==> src/rtl/uart_tx_fifo.sv <==
// Purpose : FIFO-buffered UART transmitter (start, UART_Nbit data LSB first, optional parity, 1-2 stop bits).
// Latency : a word written into an idle, empty block at edge N drives the start bit from edge N+1.
// Backpr. : none; a write while full is dropped and flagged with a one-cycle overflow pulse.
//
// Ports:
//   clk            single clock, rising edge
//   reset          asynchronous, active-high; forces the line high immediately
//   wr_en/wr_data  push request and word to transmit
//   full/empty     registered FIFO status flags
//   level          FIFO occupancy (0..FIFO_DEPTH)
//   overflow       one-cycle pulse after a rejected write
//   SerialDataOut  registered serial line, idles high
//   tx_busy        high while a frame is on the line
//   tx_done        high during the last clock of the final stop bit
module uart_tx_fifo #(
    parameter int UART_Nbit   = 8,
    parameter int FIFO_DEPTH  = 16,
    parameter int PARITY_MODE = 0,
    parameter int STOP_BITS   = 1,
    parameter int baudrate    = 9600,
    parameter int clk_freq    = 50000000
) (
    input  logic                          clk,
    input  logic                          reset,
    input  logic                          wr_en,
    input  logic [UART_Nbit-1:0]          wr_data,
    output logic                          full,
    output logic                          empty,
    output logic [$clog2(FIFO_DEPTH):0]   level,
    output logic                          overflow,
    output logic                          SerialDataOut,
    output logic                          tx_busy,
    output logic                          tx_done
);

    localparam int BAUD_DIV = clk_freq / baudrate;
    localparam int PTR_W    = $clog2(FIFO_DEPTH);
    localparam int LVL_W    = PTR_W + 1;
    localparam int CNT_W    = $clog2(BAUD_DIV);
    localparam logic PAR_ODD = (PARITY_MODE == 2);

    // Elaboration-time parameter sanity checks.
    if (BAUD_DIV < 2) begin : g_bad_baud
        $error("uart_tx_fifo: clk_freq/baudrate must be at least 2");
    end
    if (UART_Nbit < 5 || UART_Nbit > 9) begin : g_bad_nbit
        $error("uart_tx_fifo: UART_Nbit must be in 5..9");
    end
    if (FIFO_DEPTH < 2 || (FIFO_DEPTH & (FIFO_DEPTH - 1)) != 0) begin : g_bad_depth
        $error("uart_tx_fifo: FIFO_DEPTH must be a power of two, at least 2");
    end
    if (PARITY_MODE < 0 || PARITY_MODE > 2) begin : g_bad_parity
        $error("uart_tx_fifo: PARITY_MODE must be 0, 1 or 2");
    end
    if (STOP_BITS < 1 || STOP_BITS > 2) begin : g_bad_stop
        $error("uart_tx_fifo: STOP_BITS must be 1 or 2");
    end

    typedef enum logic [2:0] {
        IDLE   = 3'd0,
        START  = 3'd1,
        DATA   = 3'd2,
        PARITY = 3'd3,
        STOP   = 3'd4
    } state_t;

    // ------------------------------------------------------------------
    // State
    // ------------------------------------------------------------------
    logic [UART_Nbit-1:0] mem_q [FIFO_DEPTH];

    logic [PTR_W-1:0]     wr_ptr_q, wr_ptr_d;
    logic [PTR_W-1:0]     rd_ptr_q, rd_ptr_d;
    logic [LVL_W-1:0]     level_q, level_d;
    logic                 full_q, full_d;
    logic                 empty_q, empty_d;
    logic                 overflow_q, overflow_d;

    state_t               state_q, state_d;
    logic [CNT_W-1:0]     baud_cnt_q, baud_cnt_d;
    logic [3:0]           bit_cnt_q, bit_cnt_d;
    logic [UART_Nbit-1:0] shift_q, shift_d;
    logic                 par_q, par_d;
    logic                 tx_q, tx_d;

    logic                 push;
    logic                 pop;
    logic                 bit_end;
    logic                 last_data;
    logic                 last_stop;
    logic [UART_Nbit-1:0] head_word;

    assign head_word = mem_q[rd_ptr_q];
    assign bit_end   = (baud_cnt_q == CNT_W'(BAUD_DIV - 1));
    assign last_data = (bit_cnt_q == 4'(UART_Nbit - 1));
    assign last_stop = (bit_cnt_q == 4'(STOP_BITS - 1));

    // ------------------------------------------------------------------
    // FIFO bookkeeping. The write decision uses the registered full flag,
    // so a pop at the same edge cannot rescue a write into a full FIFO.
    // ------------------------------------------------------------------
    always_comb begin
        push       = wr_en & ~full_q;
        overflow_d = wr_en & full_q;

        wr_ptr_d = wr_ptr_q;
        if (push) begin
            wr_ptr_d = wr_ptr_q + PTR_W'(1);
        end

        rd_ptr_d = rd_ptr_q;
        if (pop) begin
            rd_ptr_d = rd_ptr_q + PTR_W'(1);
        end

        level_d = level_q;
        case ({push, pop})
            2'b10:   level_d = level_q + LVL_W'(1);
            2'b01:   level_d = level_q - LVL_W'(1);
            default: level_d = level_q;
        endcase

        full_d  = (level_d == LVL_W'(FIFO_DEPTH));
        empty_d = (level_d == '0);
    end

    // ------------------------------------------------------------------
    // FSM next-state logic. Loading a word (from IDLE or at the end of the
    // final stop bit) pops the FIFO head and enters START at the same edge,
    // which is what gives back-to-back frames with no idle gap.
    // ------------------------------------------------------------------
    always_comb begin
        state_d   = state_q;
        bit_cnt_d = bit_cnt_q;
        shift_d   = shift_q;
        par_d     = par_q;
        pop       = 1'b0;

        if (state_q == IDLE || bit_end) begin
            baud_cnt_d = '0;
        end else begin
            baud_cnt_d = baud_cnt_q + CNT_W'(1);
        end

        case (state_q)
            IDLE: begin
                if (!empty_q) begin
                    pop       = 1'b1;
                    shift_d   = head_word;
                    par_d     = ^head_word;
                    bit_cnt_d = '0;
                    state_d   = START;
                end
            end

            START: begin
                if (bit_end) begin
                    bit_cnt_d = '0;
                    state_d   = DATA;
                end
            end

            DATA: begin
                if (bit_end) begin
                    // Shift right so the next data bit sits at bit 0.
                    shift_d = shift_q >> 1;
                    if (last_data) begin
                        bit_cnt_d = '0;
                        if (PARITY_MODE != 0) begin
                            state_d = PARITY;
                        end else begin
                            state_d = STOP;
                        end
                    end else begin
                        bit_cnt_d = bit_cnt_q + 4'd1;
                    end
                end
            end

            PARITY: begin
                if (bit_end) begin
                    bit_cnt_d = '0;
                    state_d   = STOP;
                end
            end

            STOP: begin
                if (bit_end) begin
                    if (last_stop) begin
                        if (!empty_q) begin
                            pop       = 1'b1;
                            shift_d   = head_word;
                            par_d     = ^head_word;
                            bit_cnt_d = '0;
                            state_d   = START;
                        end else begin
                            bit_cnt_d = '0;
                            state_d   = IDLE;
                        end
                    end else begin
                        bit_cnt_d = bit_cnt_q + 4'd1;
                    end
                end
            end

            default: begin
                state_d = IDLE;
            end
        endcase
    end

    // ------------------------------------------------------------------
    // FSM outputs. The line value is computed for the state being entered
    // and captured in tx_q, so SerialDataOut comes straight from a flop.
    // ------------------------------------------------------------------
    always_comb begin
        case (state_d)
            START:   tx_d = 1'b0;
            DATA:    tx_d = shift_d[0];
            PARITY:  tx_d = par_d ^ PAR_ODD;
            default: tx_d = 1'b1;
        endcase

        tx_busy = (state_q != IDLE);
        tx_done = (state_q == STOP) && bit_end && last_stop;
    end

    // ------------------------------------------------------------------
    // Registers
    // ------------------------------------------------------------------
    always_ff @(posedge clk or posedge reset) begin
        if (reset) begin
            wr_ptr_q   <= '0;
            rd_ptr_q   <= '0;
            level_q    <= '0;
            full_q     <= 1'b0;
            empty_q    <= 1'b1;
            overflow_q <= 1'b0;
            state_q    <= IDLE;
            baud_cnt_q <= '0;
            bit_cnt_q  <= '0;
            shift_q    <= '0;
            par_q      <= 1'b0;
            tx_q       <= 1'b1;
        end else begin
            wr_ptr_q   <= wr_ptr_d;
            rd_ptr_q   <= rd_ptr_d;
            level_q    <= level_d;
            full_q     <= full_d;
            empty_q    <= empty_d;
            overflow_q <= overflow_d;
            state_q    <= state_d;
            baud_cnt_q <= baud_cnt_d;
            bit_cnt_q  <= bit_cnt_d;
            shift_q    <= shift_d;
            par_q      <= par_d;
            tx_q       <= tx_d;
        end
    end

    // Storage needs no reset: pointers and level define which entries are valid.
    always_ff @(posedge clk) begin
        if (push) begin
            mem_q[wr_ptr_q] <= wr_data;
        end
    end

    assign full          = full_q;
    assign empty         = empty_q;
    assign level         = level_q;
    assign overflow      = overflow_q;
    assign SerialDataOut = tx_q;

endmodule

==> config.mk <==
export PLATFORM = sky130hd
export DESIGN_NAME = uart_tx_fifo
export DESIGN_NICKNAME = d
export VERILOG_FILES = /design/src/rtl/uart_tx_fifo.sv
export SDC_FILE = /design/constraint.sdc
export NUM_CORES = 1
export LEC_CHECK = 0
export BUFFER_PORTS_ARGS = -buffer_cell sky130_fd_sc_hd__buf_2
export CAP_MARGIN = 10
export CORE_ASPECT_RATIO = 0.75
export CORE_MARGIN = 8
export CORE_UTILIZATION = 65
export DETAILED_ROUTE_END_ITERATION = 12
export GPL_ROUTABILITY_DRIVEN = 0
export PLACE_DENSITY = 0.83
export SETUP_SLACK_MARGIN = 0.2
export SLEW_MARGIN = 20
export SYNTH_ARGS = -nofsm -noshare
export SYNTH_HDL_FRONTEND = slang
export SYNTH_SLANG_ARGS = --single-unit
export TNS_END_PERCENT = 10
==> constraint.sdc <==
create_clock -name clk -period 9.7 [get_ports clk]
set_input_delay 1.94 -clock clk [delete_from_list [all_inputs] [get_ports clk]]
set_output_delay 1.94 -clock clk [all_outputs]
set_load 0.005 [all_outputs]
* After elaboration in Yosys (flattened, before gate mapping)
Memories as Yosys holds them, arrays and structs flattened.
Index checks and enable logic that the tools add are counted.
** Cells by class
- Add/subtract/negate cells :: 6
- Multiply operators :: 0
- Div/mod/pow operators :: 0
- $lt $le $gt $ge :: 0
- Equal/unequal tests :: 17
- Shift-type cells :: 0
- Multiplexer cells :: 34
- Bitwise operators :: 3
- Reduce and logical (&&, ||, !) cells :: 13
** Operator list (number)
- 8-bit two-way mux :: 4
- 4-bit two-way mux :: 6
- 8-bit one-hot mux with 3 select lines :: 1
- 3-bit two-way mux :: 7
- 4-bit one-hot mux with 4 select lines :: 1
- 3-bit one-hot mux with 5 select lines :: 1
- 13-bit by 1-bit adder with 13-bit output, second input constant :: 1
- 13-bit == test, second input constant :: 1
- 13-bit two-way mux :: 1
- 4-bit by 1-bit adder with 4-bit output, second input constant :: 3
- 3-bit by 2-bit == test with 1-bit output, second input constant :: 4
- 5-bit one-hot mux with 2 select lines :: 1
- 1-bit two-way mux :: 9
- 2-bit != test, second input constant :: 4
- 8-bit XOR reduction :: 1
- 3-bit by 1-bit == test with 1-bit output, second input constant :: 2
- 3-bit nonzero test :: 2
- 5-bit by 1-bit adder with 5-bit output, second input constant :: 1
- 5-bit == test, second input constant :: 1
- 5-bit zero test :: 1
- 5-bit AND reduction :: 1
- 5-bit by 1-bit subtractor with 5-bit output, second input constant :: 1
- 4-bit by 3-bit == test with 1-bit output, second input constant :: 1
- 4-bit zero test :: 1
- other kinds (14) :: 17
** Word-level totals
- Register bits :: 46
- Latch bits :: 0
- RAM bits :: 128
- Bits in read-only memories :: 0
- Output and inout port bits :: 11
- Logic and storage cells :: 87
- Memories kept :: 1
** Memory list
- mem_q :: depth 16, width 8, rd ports 1, clocked after memory_dff 0, wr ports 1, line 70 : logic [UART_Nbit-1:0] mem_q [FIFO_DEPTH];

* Longest topological paths before layout
Gate-level depths: netlist of run 1.
- Depth after elaboration :: 7
- Gate-level depth with buffers :: 12
- Depth with buffers taken out :: 12

* Worst setup path after synthesis of run 1
Ideal clock, no wire load.
- Path kind :: input to register
- Start :: in wr_en
- End :: reg empty_q (netlist: empty)
- Arrival time :: 4.123 ns
- Required time :: 9.638 ns
- Slack :: 5.515 ns
- Stages :: 12
- Path through :: nor2b_1 buf_2 inv_1 nand2_1 a211oi_4 xor2_1 ha_1 or3_1 a21bo_2 a221oi_2 xnor2_1 and3b_1
** Between the ends
- Cells in the longest elaborated chain, start to end :: 4
** RTL lines
- start, declared :: line 25 : input logic wr_en,
- 1-bit AND * :: line 103 : push = wr_en & ~full_q;
- 2-bit by 1-bit == test with 1-bit output / 2-bit == test (equally long branches) :: line 117 : case ({push, pop})
- 5-bit one-hot mux with 2 select lines * :: line 117
- 5-bit zero test * :: line 124 : empty_d = (level_d == '0);
- named net empty_d :: line 76 : logic empty_q, empty_d;
- end signal, assigned :: line 250 : empty_q <= empty_d;
- end, declared :: line 76
Mark *: on every way through the listed nets, which the timed path passes. The rest lies on a longest branch.
A chain may end at the register's enable or synchronous reset.

* Worst setup path in the final report of run 1
- Start :: reg baud_cnt_q[0]
- End :: out tx_done
** Between the ends
- Cells in the longest elaborated chain, start to end :: 3
** RTL lines
- start, declared :: line 80 : logic [CNT_W-1:0] baud_cnt_q, baud_cnt_d;
- start signal, assigned :: line 253 : baud_cnt_q <= baud_cnt_d;
- 13-bit == test :: line 94 : assign bit_end = (baud_cnt_q == CNT_W'(BAUD_DIV - 1));
- 1-bit logical AND (2 in series) :: line 225 : tx_done = (state_q == STOP) && bit_end && last_stop;
- end, declared :: line 33 : output logic tx_done
Every way passes these cells.

==> impl_metrics.csv, run 1 <==
group,metric,value,unit
power_and_ir_drop,static-leakage-power,0.00290,uW
route,iteration_count_of_the_initial_detailed_routing_pass,5,
yosys,avgSynthCellArea,15.8,um2
floorplan,std_cell_rows,33,
worst_setup_path,crit_type,"reg -> out",
power_and_ir_drop,clockPowerShare,0.352,
sta,final_period_minus_worst_setup_slack,4.18,ns
grt,maximum_number_of_pins_on_one_net_before_global_route_repair,47,
worst_setup_path,timing.rr.start,"bit_cnt_q[0]",
clocking,cts_setup_buffers,0,
worst_setup_path,r2r_cells,12,
yosys,asyncSetResetFlopFracSynth,0.264,
floorplan,floorplan.die_area,15000,um2
clocking,numCtsBuffers,17,
sta,largest_clock_skew_in_the_final_design,0.0105,ns
power_and_ir_drop,p_comb_frac,0.118,
yosys,synthDistinctLibCells,52,
yosys,syn_area,7350,um2
yosys,synthDominantAreaCellType,"sky130_fd_sc_hd__edfxtp_1",
clocking,holdBufCountCts,0,
sta,final.setup.tns,0,ns
route,drcViolationCount,0,
clocking,clkLatencyLatePin,0.43,ns
worst_setup_path,critPathCaptureType,"primary output",
route,first_drt_iteration_drcs,483,
route,detail-route-antenna-nets,0,
worst_setup_path,cp.required,7.76,ns
grt,track_usage,0.209,
floorplan,die_x,139,um
power_and_ir_drop,power.switching,466,uW
yosys,synth_top_area_frac,0.523,
power_and_ir_drop,power.share.sequential,0.530,
clocking,cts_num_sinks,174,
place,place.port_buffers,21,
grt,grt_antenna_before_repair,0,
route,route.vias.total,4068,
yosys,synth_nets,486,
power_and_ir_drop,power_switching_share,0.264,
hold_path,min_path_type,"reg -> reg",
worst_setup_path,worstPathMaxFanout,10,
final_layout,nets,509,
worst_setup_path,critical_path.reg2reg.endpoint,"empty",
yosys,number_of_standard_cells_after_synthesis,465,
clocking,root_buffer,"sky130_fd_sc_hd__clkbuf_16",
grt,global_route_wire_length_before_repair,23.3,mm
grt,vias_in_the_first_global_route,4059,
final_layout,finish.instance_area,8120,um2
worst_setup_path,worst_setup_path_endpoint,"tx_done",
sta,worst-slew-pin-transition,0.971,ns
sta,finalHoldViolCount,0,
clocking,cts_resized,0,
route,route.detailed.vias_per_inst,6.35,
sta,worst_hold_slack,0.499,ns
yosys,synth_seq_cells,174,
worst_setup_path,worstPathArrival,2.24,ns
yosys,yosys_most_used_dff,"sky130_fd_sc_hd__edfxtp_1",
worst_setup_path,critPathLaunchType,"flip-flop",
worst_setup_path,worst_setup_path_startpoint,"baud_cnt_q[0]",
yosys,synth-seq-area-share,0.680,
floorplan,floorplan.initialDensity,0.669,
final_layout,layout-area-overhead-vs-synth,10.5,%
route,wl_per_cell,23.4,um
grt,overflow,0,
status,run_status,"finished clean",
yosys,yosysWarnings,0,
route,finalWirelength,15.0,mm
sta,report.final.slew_viol_count,0,
place,post-dp-hpwl,9.35,mm
power_and_ir_drop,peakVddDrop,180,uV
clocking,tritoncts,"built",
worst_setup_path,r2r_setup_slack,6.40,ns
sta,achievable-frequency,239,MHz
power_and_ir_drop,power,1760,uW
sta,slew_headroom,0.352,
clocking,htree_num_levels,4,
floorplan,io-pin-count,22,
clocking,clock_edge_transition_at_the_registers_on_the_reported_setup_and_hold_paths,0.06,ns
yosys,netlist_top_cells_area,"sky130_fd_sc_hd__edfxtp_1, sky130_fd_sc_hd__dfrtp_1, sky130_fd_sc_hd__mux4_2, sky130_fd_sc_hd__a22oi_1, sky130_fd_sc_hd__nand2_1",
final_layout,antenna_cells,0,
floorplan,coreArea,11000,um2
job,cap_violations,0,
yosys,synth_enable_flop_cells,128,
power_and_ir_drop,power_density,217,nW/um2
final_layout,layout-drive-gt1-share,0.218,
sta,setup_viol,0,
place,placed_cell_area,7580,um2
clocking,cts-root-to-sink-buffers,2,
sta,final_period_util,0.431,
floorplan,die_h,108,um
power_and_ir_drop,cell_internal_pwr,1300,uW
sta,rsz0062_at_grt,"no",
[state kept, by name, indices dropped and copies added, names as in the netlist]
| name | flops |
|---|---|
| wr_ptr_q | 4 |
| full | 1 |
| overflow | 1 |
| empty | 1 |
| mem_q | 128 |
| rd_ptr_q | 4 |
| par_q | 1 |
| SerialDataOut | 1 |
| state_q | 3 |
| shift_q | 8 |
| level | 5 |
| bit_cnt_q | 4 |
| baud_cnt_q | 13 |
[layer usage]
metal  GRT usage  up-vias  routed length (um)  part of all wire
met1       0.270     2069                6150              0.41
met4      0.0671        0                 162             0.011
met3      0.0643       15                1220             0.081
met2       0.338      163                7450              0.50
li1            -     1821                   -                 -
met5           0        -                   0                 0
[cells in the mapped netlist (9+ instances only)]
master,count
sky130_fd_sc_hd__nand3_1,10
sky130_fd_sc_hd__a22oi_1,23
sky130_fd_sc_hd__inv_1,9
sky130_fd_sc_hd__edfxtp_1,128
sky130_fd_sc_hd__a21oi_1,10
sky130_fd_sc_hd__nor2_1,34
sky130_fd_sc_hd__xor2_1,13
sky130_fd_sc_hd__dfrtp_1,44
sky130_fd_sc_hd__mux4_2,32
sky130_fd_sc_hd__xnor2_1,17
sky130_fd_sc_hd__o21ai_0,9
sky130_fd_sc_hd__ha_1,10
sky130_fd_sc_hd__nand2_1,40
[final cells by class]
class	count	area [um2]
multi-input combinational	261	2240
clock inverter	13	105
timing repair buffer	25	135
inverter	9	33.8
sequential	174	5000
fill	616	2860
clock buffer	19	433
tap	140	175
[cell families after synthesis]
kind of cell,share of synthesized area
xor gates and xnor gates,0.0357
DFF,0.680
and+or+nand+nor,0.0933
AOI/OAI and AO/OA,0.0550
muxes,0.102
adders and majority gates,0.0170
buffers and inverters,0.0168
[cell usage in the layout (no fill, tap or decap), types with 3 or more instances in the layout]
master | netlist | routed
sky130_fd_sc_hd__xor2_1 | 13 | 13
sky130_fd_sc_hd__and3_1 | 4 | 4
sky130_fd_sc_hd__nand3_1 | 10 | 10
sky130_fd_sc_hd__nor3_2 | 1 | 3
sky130_fd_sc_hd__clkinv_4 | 0 | 4
sky130_fd_sc_hd__a22oi_1 | 23 | 23
sky130_fd_sc_hd__buf_2 | 5 | 21
sky130_fd_sc_hd__inv_6 | 0 | 4
sky130_fd_sc_hd__mux4_2 | 32 | 32
sky130_fd_sc_hd__nand2_1 | 40 | 40
sky130_fd_sc_hd__nor2b_1 | 6 | 6
sky130_fd_sc_hd__and2_1 | 3 | 3
sky130_fd_sc_hd__clkbuf_16 | 0 | 17
sky130_fd_sc_hd__nor3b_1 | 3 | 3
sky130_fd_sc_hd__inv_1 | 9 | 8
sky130_fd_sc_hd__xnor2_1 | 17 | 17
sky130_fd_sc_hd__o21ai_0 | 9 | 9
sky130_fd_sc_hd__or3_1 | 3 | 3
sky130_fd_sc_hd__nor2_1 | 34 | 34
sky130_fd_sc_hd__ha_1 | 10 | 10
sky130_fd_sc_hd__dfrtp_1 | 44 | 42
sky130_fd_sc_hd__nor3_1 | 6 | 4
sky130_fd_sc_hd__nand2b_1 | 6 | 6
sky130_fd_sc_hd__a21oi_1 | 10 | 10
sky130_fd_sc_hd__buf_4 | 1 | 4
sky130_fd_sc_hd__edfxtp_1 | 128 | 128
[per-stage QoR]
stage	setup slack, ns	instances	util
final	5.52	641	0.740
after global placement	5.26	609	0.690
after global routing	5.38	641	0.740
after floorplan	5.51	465	-
after CTS	5.52	641	0.739
after detailed placement	5.14	609	0.690
[worst min path at each step]
stage / from / depth (start not counted) / end
after floorplan: shift_q[1] / 2 / shift_q[0]
after global placement: shift_q[6] / 2 / shift_q[6]
after detailed placement: shift_q[1] / 2 / shift_q[1]
after CTS: shift_q[1] / 2 / shift_q[1]
after global routing: baud_cnt_q[0] / 1 / baud_cnt_q[0]
final: shift_q[1] / 2 / shift_q[1]
[power groups by stage]
stage                     combinational [uW]  sequential, uW  clock, uW
after detailed placement                 205             945          0
after global placement                   195             937          0
after CTS                                209             932        624
after floorplan                          152             921          0
after global routing                     229             941        655
final                                    208             935        620
[worst max-delay path, cell delays in order, from the launching register on]
cell and delay, ns:
sky130_fd_sc_hd__dfrtp_1 0.39, sky130_fd_sc_hd__ha_1 0.24, sky130_fd_sc_hd__and4b_1 0.25, sky130_fd_sc_hd__nand3_1 0.37
sky130_fd_sc_hd__nor2_1 0.27, sky130_fd_sc_hd__and3_1 0.19, sky130_fd_sc_hd__buf_2 0.12
Note: power is estimated with default switching activity, not from simulation.
==> inputs of run 2 (changes only) <==
Settings changed: ABC_AREA set to 1, CORE_UTILIZATION 65 to 56, PLACE_DENSITY 0.83 to 0.76.
Clock period 9.7 ns to 3.8 ns, I/O delays scaled along.
==> run 2 against run 1 <==
Net effect: clock power increased to 2.9 times the previous value; critical endpoint is now SerialDataOut; die area increased by 24%; final area increased by 9.9%; register-to-register slack lost 5.2 ns; sequential power increased to 2.7 times the previous value; synthesized area is 11% higher; cell count is 68% higher; utilization is 12 points lower; largest power group unchanged; clock skew fell by 0.0023 ns.
==> impl_metrics.csv, run 2 <==
group,metric,value,unit
yosys,post-synth-top-count-cell,"sky130_fd_sc_hd__nand2_1",
sta,final.setup.tns,0,ns
sta,finalHoldViolCount,0,
route,finalWirelength,16.9,mm
final_layout,top_regs,"mem_q: 128 flops, baud_cnt_q: 13 flops, shift_q: 8 flops",
final_layout,max_flop_register,"mem_q",
floorplan,io-pin-count,22,
worst_setup_path,critPathCaptureType,"flip-flop",
clocking,cts-root-to-sink-buffers,2,
status,run_status,"finished clean",
yosys,synthDominantAreaCellType,"sky130_fd_sc_hd__edfxtp_1",
floorplan,coreArea,14300,um2
floorplan,floorplan.initialDensity,0.568,
sta,report.final.slew_viol_count,0,
floorplan,std_cell_rows,38,
worst_setup_path,cpMaxStageDelayCell,"sky130_fd_sc_hd__buf_4",
yosys,synth_seq_cells,174,
yosys,synthDistinctLibCells,44,
grt,maximum_number_of_pins_on_one_net_before_global_route_repair,54,
yosys,number_of_standard_cells_after_synthesis,848,
sta,largest_clock_skew_in_the_final_design,0.00824,ns
route,wl_per_cell,15.6,um
grt,grt_antenna_before_repair,0,
clocking,holdBufCountCts,0,
floorplan,die_h,120,um
clocking,clock_edge_transition_at_the_registers_on_the_reported_setup_and_hold_paths,0.07,ns
yosys,synth_enable_flop_cells,128,
place,place.port_buffers,21,
worst_setup_path,worstPathArrival,2.96,ns
route,first_drt_iteration_drcs,542,
job,cap_violations,0,
floorplan,floorplan.die_area,18700,um2
route,wl_met3,1.04,mm
yosys,asyncSetResetFlopFracSynth,0.264,
final_layout,layout-area-overhead-vs-synth,9.86,%
power_and_ir_drop,power_switching_share,0.383,
worst_setup_path,cp.required,4.17,ns
sta,slew_headroom,0.393,
grt,overflow,0,
clocking,tritoncts,"built",
yosys,synth-seq-area-share,0.615,
yosys,synth_nets,869,
yosys,netlist_top_cells_area,"sky130_fd_sc_hd__edfxtp_1, sky130_fd_sc_hd__dfrtp_1, sky130_fd_sc_hd__nand2_1, sky130_fd_sc_hd__nor2_1, sky130_fd_sc_hd__inv_1",
floorplan,die_x,155,um
power_and_ir_drop,clockPowerShare,0.274,
sta,worst-slew-pin-transition,0.908,ns
final_layout,largest_register_ffs,128,
final_layout,antenna_cells,0,
hold_path,min_path_type,"in -> async",
worst_setup_path,critPathLaunchType,"flip-flop",
clocking,cts_setup_buffers,0,
sta,rsz0062_at_grt,"no",
sta,setup_viol,0,
worst_setup_path,critical_path.cell_chain,"buf_4, buf_4, nor2_1, nor2_1, o21ai_0, nand3_1, nand2_1, nand2_1, inv_1, nand2_1, nand2_1, nand2_1, nand2_1, nand2_1, nand3_2, nand2_1, nand3_1, nand3_1",
route,iteration_count_of_the_initial_detailed_routing_pass,5,
worst_setup_path,crit_path_max_incr_delay,0.44,ns
yosys,yosys_most_used_dff,"sky130_fd_sc_hd__edfxtp_1",
power_and_ir_drop,p_comb_frac,0.333,
worst_setup_path,worstPathMaxFanout,50,
final_layout,nets,888,
final_layout,final-instance-count-excl-fill,1080,
clocking,cts_num_sinks,174,
sta,final_period_util,0.680,
yosys,synth_top_area_frac,0.473,
power_and_ir_drop,static-leakage-power,0.00377,uW
yosys,avgSynthCellArea,9.58,um2
grt,global_route_wire_length_before_repair,27.2,mm
route,route.detailed.vias_per_inst,5.22,
route,drcViolationCount,0,
power_and_ir_drop,power.switching,2490,uW
grt,vias_in_the_first_global_route,5276,
sta,achievable-frequency,387,MHz
clocking,numCtsBuffers,17,
grt,track_usage,0.190,
final_layout,final_cell_mix,"sky130_fd_sc_hd__nand2_1, sky130_fd_sc_hd__edfxtp_1, sky130_fd_sc_hd__nor2_1, sky130_fd_sc_hd__inv_1, sky130_fd_sc_hd__nand3_1",
place,post-dp-hpwl,10.6,mm
yosys,yosysWarnings,0,
clocking,htree_num_levels,4,
route,highest-signal-layer,"met4",
power_and_ir_drop,power.share.sequential,0.394,
power_and_ir_drop,power_density,728,nW/um2
yosys,syn_area,8120,um2
final_layout,seqCellArea,5000,um2
final_layout,layout-drive-gt1-share,0.103,
route,met1Wirelength,8.10,mm
power_and_ir_drop,cell_internal_pwr,4010,uW
final_layout,layout.cells.most_common,"sky130_fd_sc_hd__nand2_1",
final_layout,filler_cell_count,1152,
clocking,root_buffer,"sky130_fd_sc_hd__clkbuf_16",
place,placed_cells_incl_taps,1048,
route,detail-route-antenna-nets,0,
worst_setup_path,crit_type,"reg -> reg",
yosys,synth_top_cells_by_count,"sky130_fd_sc_hd__nand2_1, sky130_fd_sc_hd__edfxtp_1, sky130_fd_sc_hd__nor2_1",
route,route.vias.total,5633,
final_layout,multi_input_comb_area,2570,um2
sta,final_period_minus_worst_setup_slack,2.58,ns
worst_setup_path,crit_path_frequent_cell,"sky130_fd_sc_hd__nand2_1",
power_and_ir_drop,peakVddDrop,446,uV
route,detailroute.wirelength.met2,7.45,mm
clocking,clkLatencyLatePin,0.43,ns
clocking,cts_resized,0,
## run 2: cell types whose count changed after synthesis, sizes merged, moves of 7 or more
cell | previous run | this run
a21oi | 10 | 23
a22oi | 23 | 0
buf | 12 | 23
clkbuf | 9 | 2
inv | 9 | 94
mux4 | 32 | 0
nand2 | 40 | 274
nand3 | 10 | 60
nor2 | 34 | 102
o211ai | 0 | 7
o21ai | 9 | 29
xnor2 | 17 | 2
## run 2: metal layers
layer	vias up	GRT usage
li1	2807	-
met1	2636	0.268
met2	166	0.281
met3	24	0.0510
met4	0	0.0623
met5	-	0
## run 2: cell type report
class                      instances  area share
tap                              200      0.0280
multi-input combinational        552       0.288
clock inverter                    15      0.0196
timing repair buffer              25      0.0151
sequential                       174       0.560
clock buffer                      17      0.0477
inverter                          97      0.0412
## run 2: worst max-delay path: cells and delay by family (launching register included)
family	cells	cell delay [ns]
buf+inv	3	0.91
simple gates	14	1.06
flops	1	0.38
compound gates	1	0.12
## run 2: worst paths after layout
| path | to | slack, ns | depth (start not counted) | from |
|---|---|---|---|---|
| worst max-delay path | SerialDataOut | 1.22 | 18 | rd_ptr_q[0] |
| worst min-delay path | bit_cnt_q[1] | 0.44 | 2 | reset |
| worst max register to register | SerialDataOut | 1.22 | 18 | rd_ptr_q[0] |
| worst min register to register | baud_cnt_q[0] | 0.47 | 1 | baud_cnt_q[0] |
| max in group asynchronous | rd_ptr_q[0] | 2.83 | 2 | reset |
| min in group clk | baud_cnt_q[0] | 0.47 | 1 | baud_cnt_q[0] |
## run 2: through the flow
stage / total power [uW] / hold WS (ns) / util / instance area [um2] / setup WS [ns]
global placement: 4670 / 0.451 / 0.582 / 8320 / 1.19
floorplan: 4240 / 0.433 / - / 8120 / 1.42
CTS: 6500 / 0.470 / 0.624 / 8920 / 1.21
finish: 6500 / 0.443 / 0.624 / 8920 / 1.22
detailed placement: 4720 / 0.458 / 0.582 / 8320 / 1.09
global route: 6920 / 0.494 / 0.624 / 8920 / 0.903
## run 2: cell families after synthesis
| family | Yosys count | share of synthesized area |
|---|---|---|
| AND/OR/NAND/NOR | 464 | 0.244 |
| XOR/XNOR | 9 | 0.00970 |
| AO/OA/AOI/OAI | 69 | 0.0479 |
| flip-flops | 174 | 0.615 |
| adder cells (fa/ha/maj) | 10 | 0.0154 |
| buffers and inverters | 122 | 0.0682 |
## run 2: power groups by stage
stage	clock network (uW)	logic (uW)	registers (uW)
6_report	1780	2160	2560
5_1_grt	1870	2460	2590
4_1_cts	1790	2150	2560
3_5_place_dp	0	2130	2590
3_3_place_gp	0	2080	2590
2_1_floorplan	0	1730	2510
